File: config.mk
export PLATFORM = sky130hd
export DESIGN_NAME = latch_write_driver
export DESIGN_NICKNAME = d
export VERILOG_FILES = /design/src/rtl/latch_pkg.sv /design/src/rtl/latch_phase_counter.sv /design/src/rtl/latch_write_driver.sv
export SDC_FILE = /design/constraint.sdc
export NUM_CORES = 1
export LEC_CHECK = 0
export ABC_AREA = 0
export BUFFER_PORTS_ARGS = -buffer_cell sky130_fd_sc_hd__buf_4
export CAP_MARGIN = 0
export CORE_MARGIN = 2
export CORE_UTILIZATION = 50
export DETAILED_ROUTE_END_ITERATION = 8
export PLACE_DENSITY = 0.82
export SYNTH_ARGS = -nofsm -noshare
export SYNTH_HDL_FRONTEND = slang
export SYNTH_SLANG_ARGS = --single-unit
File: constraint.sdc
create_clock -name clk -period 1.9 [get_ports clk]
set_input_delay 0.285 -clock clk [delete_from_list [all_inputs] [get_ports clk]]
set_output_delay 0.285 -clock clk [all_outputs]
set_load 0.05 [all_outputs]
File: src/rtl/latch_pkg.sv
// Shared types and timing defaults for the latch write driver.
// Also holds the elaboration-time check of phase timing against the counter width.
package latch_pkg;

    typedef enum logic [1:0] {
        IDLE  = 2'd0,
        SETUP = 2'd1,
        PULSE = 2'd2,
        HOLD  = 2'd3
    } state_t;

    localparam int DEF_WIDTH     = 8;
    localparam int DEF_SETUP_CYC = 1;
    localparam int DEF_PULSE_CYC = 2;
    localparam int DEF_HOLD_CYC  = 1;
    localparam int DEF_CNT_W     = 4;

    // Widest counter the check below can evaluate without overflowing an int.
    localparam int MAX_CNT_W = 30;

    function automatic int max3(input int a, input int b, input int c);
        int m;
        m = (a > b) ? a : b;
        return (m > c) ? m : c;
    endfunction

    function automatic bit cyc_params_ok(input int s, input int p, input int h, input int w);
        if (s < 1 || p < 1 || h < 1) return 1'b0;
        if (w < 1 || w > MAX_CNT_W) return 1'b0;
        return (max3(s, p, h) - 1) < (1 << w);
    endfunction

endpackage

File: src/rtl/latch_phase_counter.sv
// Loadable down-counter timing each latch phase; the FSM decides when to load,
// this block only counts and flags zero.
module latch_phase_counter #(
    parameter int CNT_W = 4
) (
    input  logic             clk,
    input  logic             reset,
    input  logic             load,
    input  logic [CNT_W-1:0] load_val,
    input  logic             dec,
    output logic             zero
);

    logic [CNT_W-1:0] cnt;

    always_ff @(posedge clk) begin
        if (reset) begin
            cnt <= '0;
        end else if (load) begin
            cnt <= load_val;
        end else if (dec && cnt != '0) begin
            cnt <= cnt - 1'b1;
        end
    end

    assign zero = (cnt == '0);

endmodule

File: src/rtl/latch_write_driver.sv
// Writer side of a transparent-latch bank: accepts one word per valid/ready handshake
// and sequences registered D / enable through setup, pulse and hold phases.
module latch_write_driver
    import latch_pkg::*;
#(
    parameter int WIDTH     = DEF_WIDTH,
    parameter int SETUP_CYC = DEF_SETUP_CYC,
    parameter int PULSE_CYC = DEF_PULSE_CYC,
    parameter int HOLD_CYC  = DEF_HOLD_CYC,
    parameter int CNT_W     = DEF_CNT_W
) (
    input  logic             clk,
    input  logic             reset,
    input  logic             in_valid,
    input  logic [WIDTH-1:0] in_data,
    output logic             in_ready,
    output logic [WIDTH-1:0] latch_d,
    output logic             latch_en,
    output logic             busy,
    output logic             done
);

    if (!cyc_params_ok(SETUP_CYC, PULSE_CYC, HOLD_CYC, CNT_W)) begin : g_param_check
        $error("latch_write_driver: *_CYC must be >= 1 and each minus one must fit in CNT_W bits");
    end

    localparam logic [CNT_W-1:0] SETUP_LD = CNT_W'(SETUP_CYC - 1);
    localparam logic [CNT_W-1:0] PULSE_LD = CNT_W'(PULSE_CYC - 1);
    localparam logic [CNT_W-1:0] HOLD_LD  = CNT_W'(HOLD_CYC - 1);

    state_t           state;
    logic             accept;
    logic             cnt_load;
    logic [CNT_W-1:0] cnt_load_val;
    logic             cnt_dec;
    logic             cnt_zero;

    assign in_ready = (state == IDLE);
    assign accept   = in_valid && in_ready;

    // Counter is reloaded on every phase entry and counts down inside a phase.
    always_comb begin
        cnt_load     = 1'b0;
        cnt_load_val = '0;
        cnt_dec      = 1'b0;
        case (state)
            IDLE: begin
                cnt_load     = accept;
                cnt_load_val = SETUP_LD;
            end
            SETUP: begin
                cnt_load     = cnt_zero;
                cnt_load_val = PULSE_LD;
                cnt_dec      = !cnt_zero;
            end
            PULSE: begin
                cnt_load     = cnt_zero;
                cnt_load_val = HOLD_LD;
                cnt_dec      = !cnt_zero;
            end
            HOLD: begin
                cnt_dec      = !cnt_zero;
            end
            default: ;
        endcase
    end

    latch_phase_counter #(.CNT_W(CNT_W)) u_phase_cnt (
        .clk      (clk),
        .reset    (reset),
        .load     (cnt_load),
        .load_val (cnt_load_val),
        .dec      (cnt_dec),
        .zero     (cnt_zero)
    );

    // Enable, busy and done are flops set on the phase transitions so they never glitch.
    always_ff @(posedge clk) begin
        if (reset) begin
            state    <= IDLE;
            latch_d  <= '0;
            latch_en <= 1'b0;
            busy     <= 1'b0;
            done     <= 1'b0;
        end else begin
            done <= 1'b0;
            case (state)
                IDLE: begin
                    if (accept) begin
                        latch_d <= in_data;
                        busy    <= 1'b1;
                        state   <= SETUP;
                    end
                end
                SETUP: begin
                    if (cnt_zero) begin
                        latch_en <= 1'b1;
                        state    <= PULSE;
                    end
                end
                PULSE: begin
                    if (cnt_zero) begin
                        latch_en <= 1'b0;
                        state    <= HOLD;
                    end
                end
                HOLD: begin
                    if (cnt_zero) begin
                        busy  <= 1'b0;
                        done  <= 1'b1;
                        state <= IDLE;
                    end
                end
                default: begin
                    latch_en <= 1'b0;
                    busy     <= 1'b0;
                    state    <= IDLE;
                end
            endcase
        end
    end

endmodule

==> qor_table.md, run 1 <==
| Metric | Value |
|:---|:---|
| Synthesized net count | 111 |
| Critical path class | reg -> out |
| Area occupied by multi-input gates | 464.2 µm² |
| Average wire length per cell after detail routing | 13.34 µm |
| Worst-path cell with the longest stage delay | ha_1 |
| Master cell of the clock root buffer | clkbuf_4 |
| Cell internal power dissipation | 0.0008946 W |
| Chain of cells forming the critical path | inv_1 > ha_1 > buf_4 |
| Deepest clock path buffer count | 2 |
| EDFF count, synth | 0 |
| Kind of cell adding the most delay to the critical path | buffers and inverters |
| Height of the die | 45.04 µm |
| Tot GR Track Use | 20.23% |
| Antenna-violating nets left | 0 |
| Switching Share | 46.72% |
| Signal arrival time at the worst endpoint | 1.44 ns |
| Die area | 0.002028 mm² |
| Critical Path RT | 1.62 ns |
| HPWL reported at the end of detailed placement | 1321 µm |
| Shortest period the worst path allows | 1.728 ns |
| Largest net degree at the start of global routing | 20 |
| Syn Area/Cell | 9.054 µm² |
| Port bufs | 22 |
| Yosys warnings | 0 |
| Vias per cell | 5.565 |
| Standby leakage power | 0.4522 nW |
| Maximum frequency from static timing analysis | 578.8 MHz |
| Switching power total | 0.0007844 W |
| Number of maximum-capacitance constraint violations | 0 |
| Worst hold path class | in -> reg |
| Slew Limit Fails | 0 |
| Number of placed I/O pins | 23 |
| Horizontal die dimension | 45.04 µm |
| Global-route wire length before repair | 2946 µm |
| Summed negative setup slack over all endpoints | 0 ns |
| Number of fill cells | 139 |
| Peak VDD IR | 1.137 mV |
| Flip-flop and latch count after synthesis | 17 |
| Post-CTS setup-driven buffer insertion count | 0 |
| Overflow after GRT | 0 |
| Final Skew | 0.009330 ns |
| Placed Area | 0.001012 mm² |
| Result of the run | completed |
| Reg clk slew, reported paths | 0.10 ns |
| Length in cells of the worst reg-to-reg path | 5 |
| Area Growth Syn to Fin | 23.33% |
| Number of unique standard cell types used by synthesis | 29 |
| Setup violation total in the final timing report | 0 |
| Number of buffer and inverter stages on the critical path | 2 |
| Crit end category | output port |
| DRC violation total after the first TritonRoute iteration | 9 |
| Worst Max-Slew Pin Slew | 0.3680 ns |
| Clock sinks | 17 |
| Number of antenna violations at the first check in global routing | 0 |
| Placement row count | 14 |
| Endpoint of the lowest-slack register-to-register path | busy |
| Weighted congestion reported at the end of routability-driven placement | 0.7847 |
| Syn Inst Count | 93 |
| Total of cells resized after clock tree synthesis | 0 |
| Number of vias in the routed layout | 729 |
| Sequential cell area | 340.3 µm² |
| Most common flop cell mapped by yosys | dfxtp_1 |
| Unrepaired setup endpoints after global routing | false |
| Hold endpoint | latch_d[7] |
| Clock Latency Late Sink | 0.29 ns |
| Final Net Count | 134 |
| Worst slew margin relative to its limit | 75.46% |
| Fraction of the yosys area taken by sequential cells | 40.42% |
| Ratio of cells with drive above 1 in the final layout | 26.09% |
| Count of unresolved DRC violations after routing | 0 |
| Total CTS buffers | 3 |
| Clock share of power | 11.6% |
| Fin crit share | 90.93% |
| Cts-stage hold buffer count | 0 |
| Power share of the sequential group | 30.1% |
| Number of H-tree levels | 1 |
| Max Fanout on Critical Path | 11 |
| Antenna diode instance count | 0 |
| Length of the first detailed-routing pass in iterations | 4 |
| Routed wire length | 1748 µm |
| Share of synthesized flip-flops with an asynchronous set or reset | 0% |
| Number of global-route vias before repair | 720 |
| Hold Vio Cnt, Final | 0 |
| Clock tree from TritonCTS | built |
| Launching element type of the critical path | flip-flop |
| R2r startpoint | state[0] |
| Placeable core region | 0.001541 mm² |
| Hold depth | 3 |
| Area of the mapped netlist | 842.1 µm² |
| Combinational group share of total power | 58.3% |
| Pwr/cell area | 1617 mW/mm² |
| Launch instance of the worst min-delay path | in_data[7] |
| Final standard cell area without fillers | 0.001039 mm² |
| Setup slack of the worst register-to-register path | 0.28 ns |
| Starting density of the core | 54.63% |
| Delay of the slowest critical-path stage | 0.39 ns |
layout make-up:
type | instances | area share [%]
Multi-Input combinational cell | 67 | 44.70
Tap cell | 16 | 1.928
Clock buffer | 4 | 2.530
Sequential cell | 17 | 32.77
Timing Repair Buffer | 23 | 16.63
Inverter | 4 | 1.446
routing by layer:
| layer | up-vias | global-route usage, % | share of wire [%] |
|---|---|---|---|
| li1 | 375 | - | - |
| met1 | 333 | 22.94 | 44 |
| met2 | 16 | 35.14 | 48 |
| met3 | 5 | 4.400 | 5.3 |
| met4 | 0 | 10.59 | 1.9 |
| met5 | - | 0 | 0 |
how the worst max path moves through the flow:
| stage | startpoint | to | slack (ns) | cells after the start |
|---|---|---|---|---|
| after floorplan | state[0] | u_phase_cnt.cnt[2] | 0.11 | 7 |
| after global placement | state[0] | busy | 0.35 | 5 |
| after detailed placement | state[0] | state[1] | 0.28 | 5 |
| after CTS | state[0] | in_ready | 0.17 | 3 |
| after global routing | state[0] | in_ready | 0.05 | 3 |
| final | state[0] | in_ready | 0.17 | 3 |
power by group through the flow:
stage	clock (W)	combinational, W	sequential [W]
global placement	0	0.000954	0.000507
finish	0.000195	0.000979	0.000505
CTS	0.000194	0.000984	0.000505
global route	0.000212	0.00107	0.000517
floorplan	0	0.000602	0.000657
detailed placement	0	0.000981	0.000513
cell usage in the layout (no fill, tap or decap), drive strengths merged, types with 2 or more instances in the layout:
| cell type | netlist | layout |
|---|---|---|
| nand2 | 9 | 9 |
| mux2i | 3 | 3 |
| o21ai | 2 | 2 |
| nor3 | 2 | 2 |
| a21oi | 13 | 13 |
| or3 | 4 | 4 |
| nor3b | 2 | 2 |
| dfxtp | 17 | 17 |
| buf | 4 | 23 |
| inv | 4 | 4 |
| nand2b | 3 | 3 |
| nand3 | 8 | 8 |
| clkbuf | 1 | 4 |
| ha | 7 | 7 |
| a211oi | 3 | 3 |
stage by stage:
step / utilization (%) / hold WS [ns] / setup WS, ns / instances / power (W)
final: 67.37 / 0.2404 / 0.1723 / 131 / 0.001679
after global routing: 67.37 / 0.2404 / 0.05044 / 131 / 0.001795
after CTS: 67.37 / 0.2417 / 0.1657 / 131 / 0.001684
after detailed placement: 65.67 / 0.4508 / 0.2836 / 127 / 0.001495
after global placement: 65.67 / 0.4420 / 0.3520 / 127 / 0.001460
after floorplan: - / 0.4325 / 0.1119 / 93 / 0.001259
kinds of logic after synthesis:
family | after synthesis | synth area share [%]
buf+inv | 9 | 4.456
flops | 17 | 40.42
simple gates | 35 | 24.52
fa+ha+maj | 7 | 10.40
compound gates | 22 | 16.64
mux | 3 | 3.566
cells in the mapped netlist, types with 2 or more instances:
library cell / count / share of area (%)
o21ai_0: 2 / 1.2
nand2b_1: 3 / 2.2
ha_1: 7 / 10
nand3_1: 8 / 4.8
nand2_1: 9 / 4.0
nor3_1: 2 / 1.2
a211oi_1: 3 / 2.7
a21oi_1: 12 / 7.1
mux2i_1: 3 / 3.6
dfxtp_1: 17 / 40
buf_2: 3 / 1.8
inv_1: 4 / 1.8
or3_1: 4 / 3.0
worst min-delay path, cell delays in order:
cell	delay (ns)
buf_4	0.11
nand3_1	0.05
a21oi_1	0.05
flip-flops by register name (all words and copies together) (netlist names):
register / flops
done: 1
latch_d: 8
state: 2
busy: 1
u_phase_cnt.cnt: 4
latch_en: 1
Note: power is estimated with default switching activity, not from simulation.
==> inputs of run 2 (changes only) <==
--- a/constraint.sdc
+++ b/constraint.sdc
@@ -3,2 +3,2 @@
 set_output_delay 0.285 -clock clk [all_outputs]
-set_load 0.05 [all_outputs]
+set_load 0.1 [all_outputs]
==> run 2 against run 1 <==
Count of clock-buffer cells in the layout stayed put; combinational power is 23% higher; first-iteration DRC count is 67% lower; register-to-register slack better by 0.04 ns; largest power group unchanged; clock skew is 0.0067 ns lower; critical path depth stayed put; sequential share of layout area is 0.079 points lower.
==> qor_table.md, run 2 (synthesis results as in run 1) <==
| Metric | Value |
|:---|:---|
| Global-route wire length before repair | 2739 µm |
| Number of vias in the routed layout | 729 |
| Vias per cell | 5.565 |
| Weighted congestion reported at the end of routability-driven placement | 0.7501 |
| Largest net degree at the start of global routing | 20 |
| Summed negative setup slack over all endpoints | 0 ns |
| Sequential cell area | 340.3 µm² |
| Antenna diode instance count | 0 |
| Highest-count cells in the layout ignoring fill and taps | buf_4, dfxtp_1, a21oi_1 |
| Total of cells resized after clock tree synthesis | 0 |
| Pwr/cell area | 1817 mW/mm² |
| Met3 GRT Util | 4.000% |
| Number of antenna violations at the first check in global routing | 0 |
| Final Skew | 0.002623 ns |
| Max Fanout on Critical Path | 11 |
| Clock tree from TritonCTS | built |
| Setup violation total in the final timing report | 0 |
| Clock sinks | 17 |
| Number of maximum-capacitance constraint violations | 0 |
| Max reg flops | 8 |
| Cts-stage hold buffer count | 0 |
| Number of H-tree levels | 1 |
| Largest regs | latch_d: 8 flops, u_phase_cnt.cnt: 4 flops, state: 2 flops |
| Starting density of the core | 54.63% |
| Signal arrival time at the worst endpoint | 1.43 ns |
| Area Growth Syn to Fin | 23.63% |
| Hold Vio Cnt, Final | 0 |
| Critical Path RT | 1.62 ns |
| Height of the die | 45.04 µm |
| Result of the run | completed |
| Die area | 0.002028 mm² |
| Clock Latency Late Sink | 0.28 ns |
| Final Core Density | 67.53% |
| Port bufs | 22 |
| Crit end category | output port |
| Master cell of the clock root buffer | clkbuf_4 |
| DRC violation total after the first TritonRoute iteration | 3 |
| Count of unresolved DRC violations after routing | 0 |
| Commonest non-fill, non-tap cell in the layout | buf_4 |
| Final Net Count | 134 |
| Horizontal die dimension | 45.04 µm |
| Fin crit share | 90.19% |
| Slew Limit Fails | 0 |
| Critical path class | reg -> out |
| Standby leakage power | 0.4511 nW |
| Peak VDD IR | 1.300 mV |
| Worst slew margin relative to its limit | 78.37% |
| Maximum frequency from static timing analysis | 583.5 MHz |
| Setup slack of the worst register-to-register path | 0.32 ns |
| HPWL reported at the end of detailed placement | 1248 µm |
| Biggest register | latch_d |
| Antenna-violating nets left | 0 |
| Met1 GRT Util | 21.70% |
| Placement row count | 14 |
| Number of placed I/O pins | 23 |
| Reg clk slew, reported paths | 0.09 ns |
| Routed wire length | 1650 µm |
| Met2 usage | 32.57% |
| Ratio of cells with drive above 1 in the final layout | 26.96% |
| Number of global-route vias before repair | 655 |
| Average wire length per cell after detail routing | 12.60 µm |
| Overflow after GRT | 0 |
| Total CTS buffers | 3 |
| Deepest clock path buffer count | 2 |
| Worst hold path class | in -> reg |
| Length of the first detailed-routing pass in iterations | 2 |
| Shortest period the worst path allows | 1.714 ns |
| Most Crowded Layer GR | met2 |
| Unrepaired setup endpoints after global routing | false |
| Placeable core region | 0.001541 mm² |
| Number of fill cells | 135 |
| Launching element type of the critical path | flip-flop |
| Post-CTS setup-driven buffer insertion count | 0 |
| Worst Max-Slew Pin Slew | 0.3231 ns |
| Area occupied by multi-input gates | 466.7 µm² |
| Tot GR Track Use | 18.99% |
run 2: cell types whose count changed in the layout (fill, tap and decap cells not counted):
cell and delta:
ha_1 -1, ha_2 +1
run 2: cell type report:
cell class | count | share of cell area (%)
inverter | 4 | 1.442
clock buffer | 4 | 2.524
tap | 16 | 1.923
sequential | 17 | 32.69
timing repair buffer | 23 | 16.59
multi-input combinational | 67 | 44.83
run 2: power breakdown:
group          internal [W]  switching [W]  total [W]
combinational      0.000381       0.000821    0.00120
clock             0.0000816       0.000105   0.000187
sequential         0.000439      0.0000634   0.000503
total              0.000901       0.000990    0.00189
run 2: layer usage:
metal | routed length [µm] | vias to the layer above
li1 | - | 374
met4 | 38 | 0
met5 | 0 | -
met3 | 88 | 4
met2 | 818 | 15
met1 | 704 | 336
run 2: stage by stage:
stage / total power, W / setup WS, ns / cell area [µm²] / hold slack [ns] / cells
2_1_floorplan: 0.001494 / 0.05242 / 844.6 / 0.4325 / 93
3_3_place_gp: 0.001694 / 0.3751 / 1015 / 0.4416 / 127
3_5_place_dp: 0.001709 / 0.3317 / 1015 / 0.4508 / 127
4_1_cts: 0.001902 / 0.1773 / 1041 / 0.2459 / 131
5_1_grt: 0.002011 / 0.1115 / 1041 / 0.2481 / 131
6_report: 0.001891 / 0.1863 / 1041 / 0.2523 / 131
run 2: worst paths after layout:
check	start	end	cells past startpoint
worst max-delay path	state[0]	in_ready	3
worst min-delay path	in_data[0]	latch_d[0]	3
worst max register to register	state[0]	state[0]	5
worst min register to register	latch_d[6]	latch_d[6]	2
run 2: worst max-delay path, stage by stage, from the launching register on:
cell and delay (ns):
dfxtp_1 0.36, inv_1 0.12, ha_2 0.33, buf_4 0.34
==> inputs of run 3 (changes only) <==
RECOVER_POWER = 25   (was not set)
==> run 3 against run 2 <==
Sequential share of layout area rose by 0.56 points; count of clock-buffer cells in the layout did not move; sequential power barely moved; critical endpoint unchanged; largest cell class unchanged; cell area fell by 1.7%.
==> qor_table.md, run 3 (synthesis results as in run 1) <==
| Metric | Value |
|:---|:---|
| Standby leakage power | 0.4457 nW |
| Critical Path RT | 1.62 ns |
| Biggest register | latch_d |
| Crit end category | output port |
| Shortest period the worst path allows | 1.714 ns |
| Fin crit share | 90.19% |
| Length of the first detailed-routing pass in iterations | 2 |
| Starting density of the core | 54.63% |
| Global-route wire length before repair | 2739 µm |
| Clock share of power | 10.0% |
| Power share of the sequential group | 26.9% |
| Die area | 0.002028 mm² |
| Placement row count | 14 |
| Commonest non-fill, non-tap cell in the layout | dfxtp_1 |
| Count of placed standard cells including taps | 127 |
| Clock sinks | 17 |
| Signal arrival time at the worst endpoint | 1.43 ns |
| Highest-count cells in the layout ignoring fill and taps | dfxtp_1, buf_4, a21oi_1 |
| Setup slack of the worst register-to-register path | 0.32 ns |
| Slew Limit Fails | 0 |
| Antenna diode instance count | 0 |
| Peak VDD IR | 1.300 mV |
| Combinational group share of total power | 63.1% |
| Switching Share | 52.92% |
| Number of placed I/O pins | 23 |
| Number of H-tree levels | 1 |
| Max reg flops | 8 |
| Final Skew | 0.002730 ns |
| Total of cells resized after clock tree synthesis | 0 |
| Launching element type of the critical path | flip-flop |
| Cts-stage hold buffer count | 0 |
| Ratio of cells with drive above 1 in the final layout | 26.96% |
| Worst slew margin relative to its limit | 63.90% |
| Critical path class | reg -> out |
| Number of vias in the routed layout | 728 |
| Placeable core region | 0.001541 mm² |
| Switching power total | 0.0009897 W |
| Weighted congestion reported at the end of routability-driven placement | 0.7501 |
| Master cell of the clock root buffer | clkbuf_4 |
| Unrepaired setup endpoints after global routing | false |
| HPWL reported at the end of detailed placement | 1248 µm |
| Worst hold margin | 0.2524 ns |
| Worst hold path class | in -> reg |
| Max Fanout on Critical Path | 11 |
| Antenna-violating nets left | 0 |
| Final Net Count | 134 |
| Height of the die | 45.04 µm |
| Worst Max-Slew Pin Slew | 0.5439 ns |
| Vias per cell | 5.557 |
| Routed wire length | 1650 µm |
| Number of maximum-capacitance constraint violations | 0 |
| Post-CTS setup-driven buffer insertion count | 0 |
| Pwr/cell area | 1827 mW/mm² |
| Average wire length per cell after detail routing | 12.60 µm |
| Area Growth Syn to Fin | 21.55% |
| Largest net degree at the start of global routing | 20 |
| Deepest clock path buffer count | 2 |
| Tot GR Track Use | 18.99% |
| Clock tree from TritonCTS | built |
| Clock Latency Late Sink | 0.28 ns |
| Number of fill cells | 141 |
| Largest regs | latch_d: 8 flops, u_phase_cnt.cnt: 4 flops, state: 2 flops |
| Cell internal power dissipation | 0.0008804 W |
| Number of antenna violations at the first check in global routing | 0 |
| Count of unresolved DRC violations after routing | 0 |
| Setup violation total in the final timing report | 0 |
| Overflow after GRT | 0 |
| Summed negative setup slack over all endpoints | 0 ns |
| Number of global-route vias before repair | 655 |
| Post-Layout Cell Count | 131 |
| Reg clk slew, reported paths | 0.09 ns |
| Maximum frequency from static timing analysis | 583.6 MHz |
| DRC violation total after the first TritonRoute iteration | 3 |
| Total CTS buffers | 3 |
| Horizontal die dimension | 45.04 µm |
| Hold Vio Cnt, Final | 0 |
| Port bufs | 22 |
| Result of the run | completed |
==> run 3: critical path, cell delays in order, from the launching register on <==
cell     delay, ns
dfxtp_1       0.36
inv_1         0.12
ha_2          0.33
buf_4         0.34
==> run 3: per-layer routing <==
| metal | vias to the layer above | part of all wire (%) | wire length [µm] | GRT usage, % |
|---|---|---|---|---|
| met5 | - | 0 | 0 | 0 |
| li1 | 375 | - | - | - |
| met4 | 0 | 2.3 | 38 | 10.59 |
| met2 | 15 | 49 | 815 | 32.57 |
| met1 | 334 | 43 | 708 | 21.70 |
| met3 | 4 | 5.3 | 88 | 4.000 |
==> run 3: power groups by stage <==
stage,clock [W],sequential (W),combinational [W]
after floorplan,0,0.000827,0.000667
final,0.000187,0.000503,0.00118
after global routing,0.000207,0.000512,0.00127
after global placement,0,0.000507,0.00119
after CTS,0.000194,0.000503,0.00121
after detailed placement,0,0.000511,0.00120
==> run 3: cell type report <==
cell class                      instances  area (µm²)  area share, %
Tap cell                               16       20.02          1.956
Inverter                                4       15.01          1.467
Timing Repair Buffer                   23       155.1          15.16
Multi-Input combinational cell         67       466.7          45.60
Sequential cell                        17       340.3          33.25
Clock buffer                            4       26.28          2.567
==> run 3: through the flow <==
step / area, µm² / power, W / utilization, % / setup WS (ns)
after floorplan: 844.6 / 0.001494 / - / 0.05242
after global placement: 1015 / 0.001694 / 65.83 / 0.3751
after detailed placement: 1015 / 0.001709 / 65.83 / 0.3317
after CTS: 1041 / 0.001902 / 67.53 / 0.1773
after global routing: 1023 / 0.001989 / 66.40 / 0.1115
final: 1023 / 0.001870 / 66.40 / 0.1864
==> run 3: path summary, 6_finish.rpt <==
kind	start	end	depth (start not counted)
worst max-delay path	state[0]	in_ready	3
worst min-delay path	in_data[0]	latch_d[0]	3
worst max register to register	state[0]	state[0]	5
worst min register to register	latch_d[6]	latch_d[6]	2
